--- src/rtl/dmem_arbiter_if.sv ---
// Request/grant/read-response bundle between one memory master and the data-memory arbiter.
// The master drives the request fields and the arbiter returns the grant and read data.
interface dmem_arbiter_if #(
    parameter int ADDR_W = 10,
    parameter int DATA_W = 32
);
    logic              req;
    logic              we;
    logic [ADDR_W-1:0] addr;
    logic [DATA_W-1:0] wdata;
    logic              gnt;
    logic              rvalid;
    logic [DATA_W-1:0] rdata;

    modport master (
        output req, we, addr, wdata,
        input  gnt, rvalid, rdata
    );

    modport slave (
        input  req, we, addr, wdata,
        output gnt, rvalid, rdata
    );
endinterface

--- src/rtl/dmem_arbiter.sv ---
// Two-master arbiter in front of a single-port data memory with 1-cycle registered reads.
// One access is granted per cycle, either round-robin or master-0 priority with anti-starvation.
module dmem_arbiter #(
    parameter int ADDR_W       = 10,
    parameter int DATA_W       = 32,
    parameter int FIXED_PRIO   = 0,
    parameter int STARVE_LIMIT = 4
) (
    input  logic              clk,
    input  logic              rst_n,
    dmem_arbiter_if.slave     m0,
    dmem_arbiter_if.slave     m1,
    output logic [ADDR_W-1:0] mem_addr,
    output logic [DATA_W-1:0] mem_data_in,
    output logic              mem_we,
    input  logic [DATA_W-1:0] mem_data_out
);
    localparam logic [7:0] LIMIT = 8'(STARVE_LIMIT);

    // last_q: 0 = master 0 was granted last, 1 = master 1 was granted last
    logic              last_q, last_d;
    logic [7:0]        starve_q, starve_d;
    logic [1:0]        rd_sel_q, rd_sel_d;
    logic [ADDR_W-1:0] addr_hold_q, addr_hold_d;

    logic              m1_wins_tie;
    logic              gnt0;
    logic              gnt1;

    // Arbitration: only the tie-break differs between the two modes.
    always_comb begin
        m1_wins_tie = (FIXED_PRIO != 0) ? (starve_q == LIMIT) : ~last_q;
        gnt0        = rst_n & m0.req & (~m1.req | ~m1_wins_tie);
        gnt1        = rst_n & m1.req & (~m0.req |  m1_wins_tie);
    end

    // Memory port mux; the address is held while idle so the memory sees a stable bus.
    always_comb begin
        mem_addr    = addr_hold_q;
        mem_data_in = '0;
        mem_we      = 1'b0;
        if (gnt0) begin
            mem_addr    = m0.addr;
            mem_data_in = m0.wdata;
            mem_we      = m0.we;
        end else if (gnt1) begin
            mem_addr    = m1.addr;
            mem_data_in = m1.wdata;
            mem_we      = m1.we;
        end
    end

    always_comb begin
        last_d      = last_q;
        starve_d    = starve_q;
        rd_sel_d    = {gnt1 & ~m1.we, gnt0 & ~m0.we};
        addr_hold_d = mem_addr;

        if (gnt0) begin
            last_d = 1'b0;
        end else if (gnt1) begin
            last_d = 1'b1;
        end

        // Counts cycles master 1 has waited with a pending request, saturating at the limit.
        if (!m1.req || gnt1) begin
            starve_d = '0;
        end else if (starve_q < LIMIT) begin
            starve_d = starve_q + 8'd1;
        end
    end

    always_ff @(posedge clk) begin
        if (!rst_n) begin
            last_q      <= 1'b1;
            starve_q    <= '0;
            rd_sel_q    <= 2'b00;
            addr_hold_q <= '0;
        end else begin
            last_q      <= last_d;
            starve_q    <= starve_d;
            rd_sel_q    <= rd_sel_d;
            addr_hold_q <= addr_hold_d;
        end
    end

    // A response still in flight when reset asserts is suppressed immediately.
    assign m0.gnt    = gnt0;
    assign m0.rvalid = rd_sel_q[0] & rst_n;
    assign m0.rdata  = mem_data_out;
    assign m1.gnt    = gnt1;
    assign m1.rvalid = rd_sel_q[1] & rst_n;
    assign m1.rdata  = mem_data_out;

    a_one_grant : assert property (@(posedge clk) !(gnt0 && gnt1));
    a_no_we_idle : assert property (@(posedge clk) (mem_we |-> (gnt0 || gnt1)));
endmodule

--- src/flat_wrapper.sv ---
// flat-port wrapper written by rule: the top's interface ports become plain ports
module dmem_arbiter_flat 
#(
    parameter int ADDR_W       = 10,
    parameter int DATA_W       = 32,
    parameter int FIXED_PRIO   = 0,
    parameter int STARVE_LIMIT = 4
)
  (clk, rst_n, mem_addr, mem_data_in, mem_we, mem_data_out, m0_req, m0_we, m0_addr, m0_wdata, m0_gnt, m0_rvalid, m0_rdata, m1_req, m1_we, m1_addr, m1_wdata, m1_gnt, m1_rvalid, m1_rdata);
  dmem_arbiter_if #(.ADDR_W(ADDR_W), .DATA_W(DATA_W)) m0_i ();
  dmem_arbiter_if #(.ADDR_W(ADDR_W), .DATA_W(DATA_W)) m1_i ();
  input  logic clk;
  input  logic rst_n;
  output logic [ADDR_W-1:0] mem_addr;
  output logic [DATA_W-1:0] mem_data_in;
  output logic mem_we;
  input  logic [DATA_W-1:0] mem_data_out;
  input wire logic [$bits(m0_i.req)-1:0] m0_req;
  input wire logic [$bits(m0_i.we)-1:0] m0_we;
  input wire logic [$bits(m0_i.addr)-1:0] m0_addr;
  input wire logic [$bits(m0_i.wdata)-1:0] m0_wdata;
  output wire logic [$bits(m0_i.gnt)-1:0] m0_gnt;
  output wire logic [$bits(m0_i.rvalid)-1:0] m0_rvalid;
  output wire logic [$bits(m0_i.rdata)-1:0] m0_rdata;
  input wire logic [$bits(m1_i.req)-1:0] m1_req;
  input wire logic [$bits(m1_i.we)-1:0] m1_we;
  input wire logic [$bits(m1_i.addr)-1:0] m1_addr;
  input wire logic [$bits(m1_i.wdata)-1:0] m1_wdata;
  output wire logic [$bits(m1_i.gnt)-1:0] m1_gnt;
  output wire logic [$bits(m1_i.rvalid)-1:0] m1_rvalid;
  output wire logic [$bits(m1_i.rdata)-1:0] m1_rdata;
  assign m0_i.req = m0_req;
  assign m0_i.we = m0_we;
  assign m0_i.addr = m0_addr;
  assign m0_i.wdata = m0_wdata;
  assign m0_gnt = m0_i.gnt;
  assign m0_rvalid = m0_i.rvalid;
  assign m0_rdata = m0_i.rdata;
  assign m1_i.req = m1_req;
  assign m1_i.we = m1_we;
  assign m1_i.addr = m1_addr;
  assign m1_i.wdata = m1_wdata;
  assign m1_gnt = m1_i.gnt;
  assign m1_rvalid = m1_i.rvalid;
  assign m1_rdata = m1_i.rdata;
  dmem_arbiter #(.ADDR_W(ADDR_W), .DATA_W(DATA_W), .FIXED_PRIO(FIXED_PRIO), .STARVE_LIMIT(STARVE_LIMIT)) u_core (.clk(clk), .rst_n(rst_n), .m0(m0_i), .m1(m1_i), .mem_addr(mem_addr), .mem_data_in(mem_data_in), .mem_we(mem_we), .mem_data_out(mem_data_out));
endmodule
--- config.mk ---
export PLATFORM = sky130hd
export DESIGN_NAME = dmem_arbiter_flat
export DESIGN_NICKNAME = d
export VERILOG_FILES = /design/src/rtl/dmem_arbiter_if.sv /design/src/rtl/dmem_arbiter.sv /design/src/flat_wrapper.sv
export SDC_FILE = /design/constraint.sdc
export NUM_CORES = 1
export LEC_CHECK = 0
export CORE_AREA = 2 2 91 93
export DETAILED_ROUTE_END_ITERATION = 6
export DIE_AREA = 0 0 93 95
export PLACE_DENSITY_LB_ADDON = 0.05
export SLEW_MARGIN = 20
export SYNTH_ARGS = -nofsm -noshare
export SYNTH_HDL_FRONTEND = slang
export SYNTH_SLANG_ARGS = --single-unit
--- constraint.sdc ---
create_clock -name clk -period 3.1 [get_ports clk]
set_input_delay 0.31 -clock clk [delete_from_list [all_inputs] [get_ports clk]]
set_output_delay 0.31 -clock clk [all_outputs]
set_load 0.02 [all_outputs]
==> flow_summary.yaml, run 1 <==
floorplanning:
  core_area_um2: 7930
  die_w_um: 93
  dieArea_um2: 8840
  initial_utilization_pct: 19.8
  fp.dieH_um: 95
  num_rows: 33
  ioPinCount: 233
logic_synthesis:
  yosys_most_used_dff: "dfxtp_1"
  synth_area_per_cell_um2: 8.27
  synthArstFlopShare_pct: 0
  syn-instance-count: 190
  synth_edf_count: 0
  synth_top_area_cell: "buf_4"
  ys_seq_area_share_pct: 16.6
  synthTopCellsByArea: "buf_4 (31%), a22o_1 (18%), dfxtp_1 (17%), a311oi_2 (8.6%), a31oi_1 (4.0%)"
  synthTopCellsByCount: "buf_4 (64), a22o_1 (33), dfxtp_1 (13)"
  ys_warn_count: 0
  synth_area_um2: 1570
  yosysMostFrequentCell: "buf_4"
  synth_top_area_share_pct: 30.6
  synth_nets: 312
  synth-seq-cells: 13
  synth_cell_types: 21
worst_setup_path:
  path_max_fanout: 17
  crit_chain: "clkdlybuf4s50_1 -> nand2_1 -> or2_1 -> buf_4 -> a31oi_1 -> clkdlybuf4s50_1"
  slowest_stage: "clkdlybuf4s50_1"
  crit_top_cell: "clkdlybuf4s50_1"
  r2r-start: "u_core.last_q"
  slowest_delay_ns: 0.63
  end_kind: "output port"
  arrival_ns: 2.42
  rrSetupSlack_ns: 1.70
  critPathKind: "input pin to output port"
  cp-start-kind: "input pin"
  r2r_end: "u_core.addr_hold_q[9]"
  r2r.worst_path.cells: 3
  critPathRequiredTime_ns: 2.79
pwr:
  clkPwrFrac_pct: 20.8
  p_comb_share_pct: 54.1
  power.internal_mw: 0.493
  powerDensity_nw_per_um2: 282
  pwr-share-seq_pct: 25.2
  leakagePower_nw: 0.901
  swShare_pct: 32.2
  power_switching_mw: 0.234
  peakVddDrop_uv: 126
  total_power_mw: 0.727
sta:
  report.final.slew_viol_count: 0
  period_share_pct: 88.2
  hold_slack_ns: 0.533
  setup_viol: 0
  final.min_clock_period_ns: 2.73
  worst_pin_slew_ns: 0.496
  fmax_mhz: 366
  finClkSkew_ns: 0.00367
  hold_viol_final: 0
  grt_setup_unrepaired: "no"
  fin_tns_setup_ns: 0
  relSlewSlack_pct: 66.9
clock_network:
  cts_tree: "yes"
  clk_path_buf_depth: 2
  cts_hold_buf: 0
  htree_levels: 1
  numCtsBuffers: 3
  clock-sinks: 13
  post-cts-setup-buffers: 0
  clk_pin_slew_ns: 0.06
  clkLatencyLatePin_ns: 0.24
  post_cts_resized: 0
  cts_root_buf: "clkbuf_8"
final_layout:
  area_growth_pct: 63.9
  drive_above_1_share_pct: 8.14
  n_antenna_cell: 0
  fillerInstances: 828
  fin_util_pct: 32.5
  nNetsFinal: 381
  fin_area_um2: 2570
drt:
  wl_per_cell_um: 16.9
  drc: 0
  drt_wl_total_um: 6140
  via_count: 1645
  dr.first_iter.drc_count: 31
  viasPerCell: 4.53
  antenna_left: 0
  firstDrtPassIters: 4
placement:
  gp_congestion: 0.678
  numPortBuffers: 136
  place_area_um2: 2530
  dp_hpwl_um: 4790
worst_hold_path:
  hold_end: "u_core.last_q"
  min_path_type: "register to register"
  worstHoldStart: "u_core.last_q"
  min_delay_path_depth: 2
run:
  drv_cap: 0
grt:
  antenna_found_initial: 0
  grt_pass1_vias: 1636
  grt_pass1_wl_um: 8760
  grt_max_degree: 35
  grt-ovfl-total: 0
  grt_usage_pct: 12.6
run_status:
  outcome: "completed"
==> power by group through the flow <==
stage               registers (mW)  logic [mW]  clock network [mW]
floorplan                    0.186       0.293                   0
global placement             0.186       0.399                   0
detailed placement           0.186       0.395                   0
CTS                          0.183       0.398               0.157
global route                 0.184       0.418               0.163
finish                       0.183       0.393               0.151
==> metrics by stage <==
| step | setup WS (ns) | std cells |
|---|---|---|
| 2_1_floorplan | 1.50 | 190 |
| 3_3_place_gp | 0.363 | 359 |
| 6_report | 0.367 | 363 |
| 4_1_cts | 0.325 | 363 |
| 5_1_grt | 0.234 | 363 |
| 3_5_place_dp | 0.340 | 359 |
==> logic make-up (layout without fill, tap and decap cells) <==
logic type,count (synthesis),count (layout),synth area share [%]
buffers and inverters,80,148,37.7
and+or+nand+nor,33,33,10.7
AOI/OAI and AO/OA,64,64,35.0
DFF,13,13,16.6
==> sequential cells by signal, indices dropped and copies added (netlist names) <==
name and count:
u_core.addr_hold_q 10, u_core.last_q 1, u_core.rd_sel_q 2
==> critical path: cells and delay by family <==
kind / cells / cell delay (ns)
AO/OA/AOI/OAI: 1 / 0.19
buffers and inverters: 3 / 1.47
AND/OR/NAND/NOR: 2 / 0.44
==> routing by layer <==
layer / vias to the layer above / routed length (um) / track usage (%)
li1: 775 / - / -
met1: 727 / 2490 / 14.7
met2: 123 / 2800 / 21.4
met3: 20 / 750 / 5.35
met4: 0 / 97 / 3.19
met5: - / 0 / 0
==> final cells by class <==
class	count	area, um^2	area share, %
timing repair buffer	142	1410	54.6
multi-input combinational	97	718	27.9
sequential	13	260	10.1
tap	105	131	5.10
clock buffer	3	41.3	1.60
inverter	2	12.5	0.486
clock inverter	1	5.00	0.194
==> cell usage in the layout (no fill, tap or decap), types with 2 or more instances in the layout <==
cell               n
clkdlybuf4s50_1  136
a22o_1            33
dfxtp_1           13
nor3_1            11
nand3_1           10
o21ai_1           10
a31oi_1           10
a311oi_2           9
buf_4              6
and2_1             4
nand2_1            3
clkbuf_8           3
nor2_1             2
==> worst max path at each step <==
stage	from	to	slack, ns	cells after the start
global placement	rst_n	mem_data_in[4]	0.36	6
global route	rst_n	mem_addr[7]	0.23	6
detailed placement	rst_n	mem_addr[8]	0.34	5
CTS	rst_n	mem_addr[8]	0.32	5
floorplan	m1_req	mem_addr[0]	1.50	5
finish	rst_n	mem_addr[5]	0.37	6
No activity file was read; power rests on OpenSTA's default activity.
==> inputs of run 2 (changes only) <==
--- a/config.mk
+++ b/config.mk
@@ -5,10 +5,12 @@
 export SDC_FILE = /design/constraint.sdc
 export NUM_CORES = 1
 export LEC_CHECK = 0
+export ABC_CLOCK_PERIOD_IN_PS = 3100
 export CORE_AREA = 2 2 91 93
 export DETAILED_ROUTE_END_ITERATION = 6
 export DIE_AREA = 0 0 93 95
-export PLACE_DENSITY_LB_ADDON = 0.05
+export HOLD_SLACK_MARGIN = 0.1
+export PLACE_DENSITY = 0.76
 export SLEW_MARGIN = 20
 export SYNTH_ARGS = -nofsm -noshare
 export SYNTH_HDL_FRONTEND = slang
==> run 2 against run 1 <==
Sequential power about the same. Cell area up 0.15%. First-iteration DRC count down 3.2%. Critical path depth unchanged. Sequential share of layout area about the same. Count of clock-buffer cells in the layout up 1. Critical path type unchanged. Fmax up 1.3%. Largest cell class unchanged. Die area unchanged. Utilization about the same.
==> flow_summary.yaml, run 2 (synthesized netlist as in run 1, its figures left out) <==
floorplanning:
  dieArea_um2: 8840
  die_w_um: 93
  core_area_um2: 7930
  num_rows: 33
  fp.dieH_um: 95
  initial_utilization_pct: 19.8
  ioPinCount: 233
pwr:
  swShare_pct: 32.4
  powerDensity_nw_per_um2: 285
  total_power_mw: 0.734
  clkPwrFrac_pct: 20.8
  leakagePower_nw: 0.897
  p_comb_share_pct: 54.3
  power_switching_mw: 0.238
  power.internal_mw: 0.496
  pwr-share-seq_pct: 24.9
  peakVddDrop_uv: 146
grt:
  grt_pass1_vias: 1695
  antenna_found_initial: 0
  grt-ovfl-total: 0
  grt_max_degree: 35
  grt_pass1_wl_um: 8560
  grt_usage_pct: 12.4
clock_network:
  cts_hold_buf: 0
  cts_tree: "yes"
  cts_root_buf: "clkbuf_8"
  clkLatencyLatePin_ns: 0.24
  post-cts-setup-buffers: 0
  post_cts_resized: 0
  numCtsBuffers: 3
  htree_levels: 1
  clock-sinks: 13
  clk_path_buf_depth: 2
  clk_pin_slew_ns: 0.06
run:
  drv_cap: 0
final_layout:
  drive_above_1_share_pct: 7.39
  area_growth_pct: 64.1
  top_register: "u_core.addr_hold_q"
  fin_util_pct: 32.5
  nNetsFinal: 380
  n_antenna_cell: 0
  largestRegisters: "u_core.addr_hold_q: 10 flops, u_core.rd_sel_q: 2 flops, u_core.last_q: 1 flops"
  final_cell_mix: "clkdlybuf4s50_1 (136), a22o_1 (33), dfxtp_1 (13), nor3_1 (11)"
  largest_reg_flops: 10
  layout_commonest_cell: "clkdlybuf4s50_1"
placement:
  gp_congestion: 0.728
  dp_hpwl_um: 4630
  numPortBuffers: 136
sta:
  period_share_pct: 87.1
  fin_tns_setup_ns: 0
  final.min_clock_period_ns: 2.70
  hold_slack_ns: 0.548
  fmax_mhz: 371
  report.final.slew_viol_count: 0
  relSlewSlack_pct: 62.9
  worst_pin_slew_ns: 0.556
  setup_viol: 0
  finClkSkew_ns: 0.00101
  hold_viol_final: 0
  grt_setup_unrepaired: "no"
worst_hold_path:
  min_path_type: "register to register"
worst_setup_path:
  critPathRequiredTime_ns: 2.79
  crit_family: "buffers and inverters"
  crit_chain: "clkdlybuf4s50_1 -> nand2_1 -> or2_1 -> inv_6 -> a22o_1 -> clkdlybuf4s50_1"
  crit_top_cell: "clkdlybuf4s50_1"
  cp-start-kind: "input pin"
  critPathBufInv: 3
  path_max_fanout: 34
  end_kind: "output port"
  critPathKind: "input pin to output port"
  slowest_delay_ns: 0.63
  slowest_stage: "clkdlybuf4s50_1"
  arrival_ns: 2.39
drt:
  drt_wl_total_um: 6050
  drc: 0
  via_count: 1676
  wl_per_cell_um: 16.7
  firstDrtPassIters: 4
  viasPerCell: 4.63
  dr.first_iter.drc_count: 30
  antenna_left: 0
run_status:
  outcome: "completed"
-- run 2: cell count changes in the layout (fill, tap and decap cells not counted) --
cell,change
clkbuf_1,+1
buf_12,+1
buf_4,-2
clkinv_2,-1
-- run 2: through the flow --
step	instances	area (um^2)	setup slack, ns
finish	362	2580	0.401
global route	362	2580	0.281
CTS	362	2580	0.354
detailed placement	358	2530	0.355
global placement	358	2530	0.377
floorplan	190	1570	1.50
-- run 2: worst min-delay path, stage by stage (launching register included) --
cell	delay, ns
dfxtp_1	0.33
nor2_1	0.11
o21ai_1	0.06
-- run 2: path summary, 6_finish.rpt --
kind | from | to | slack (ns) | cells past startpoint
max | rst_n | mem_data_in[4] | 0.40 | 6
min | u_core.last_q | u_core.last_q | 0.55 | 2
max reg2reg | u_core.last_q | u_core.addr_hold_q[9] | 1.66 | 3
min reg2reg | u_core.last_q | u_core.last_q | 0.55 | 2
-- run 2: layout make-up --
class,instances,area [um^2]
inverter,2,12.5
fill,821,5350
sequential,13,260
timing repair buffer,141,1410
clock buffer,4,45.0
multi-input combinational,97,718
tap,105,131
-- run 2: power by group through the flow --
stage	Combinational (mW)	Sequential [mW]	Clock [mW]
finish	0.398	0.183	0.153
global route	0.421	0.184	0.170
global placement	0.399	0.186	0
detailed placement	0.399	0.187	0
CTS	0.403	0.183	0.160
floorplan	0.293	0.186	0
-- run 2: routing by layer --
metal,part of all wire (%),vias up,GRT usage [%]
met5,0,-,0
met3,10,20,3.51
met1,39,764,13.6
met2,48,114,22.3
li1,-,778,-
met4,2.5,0,5.51
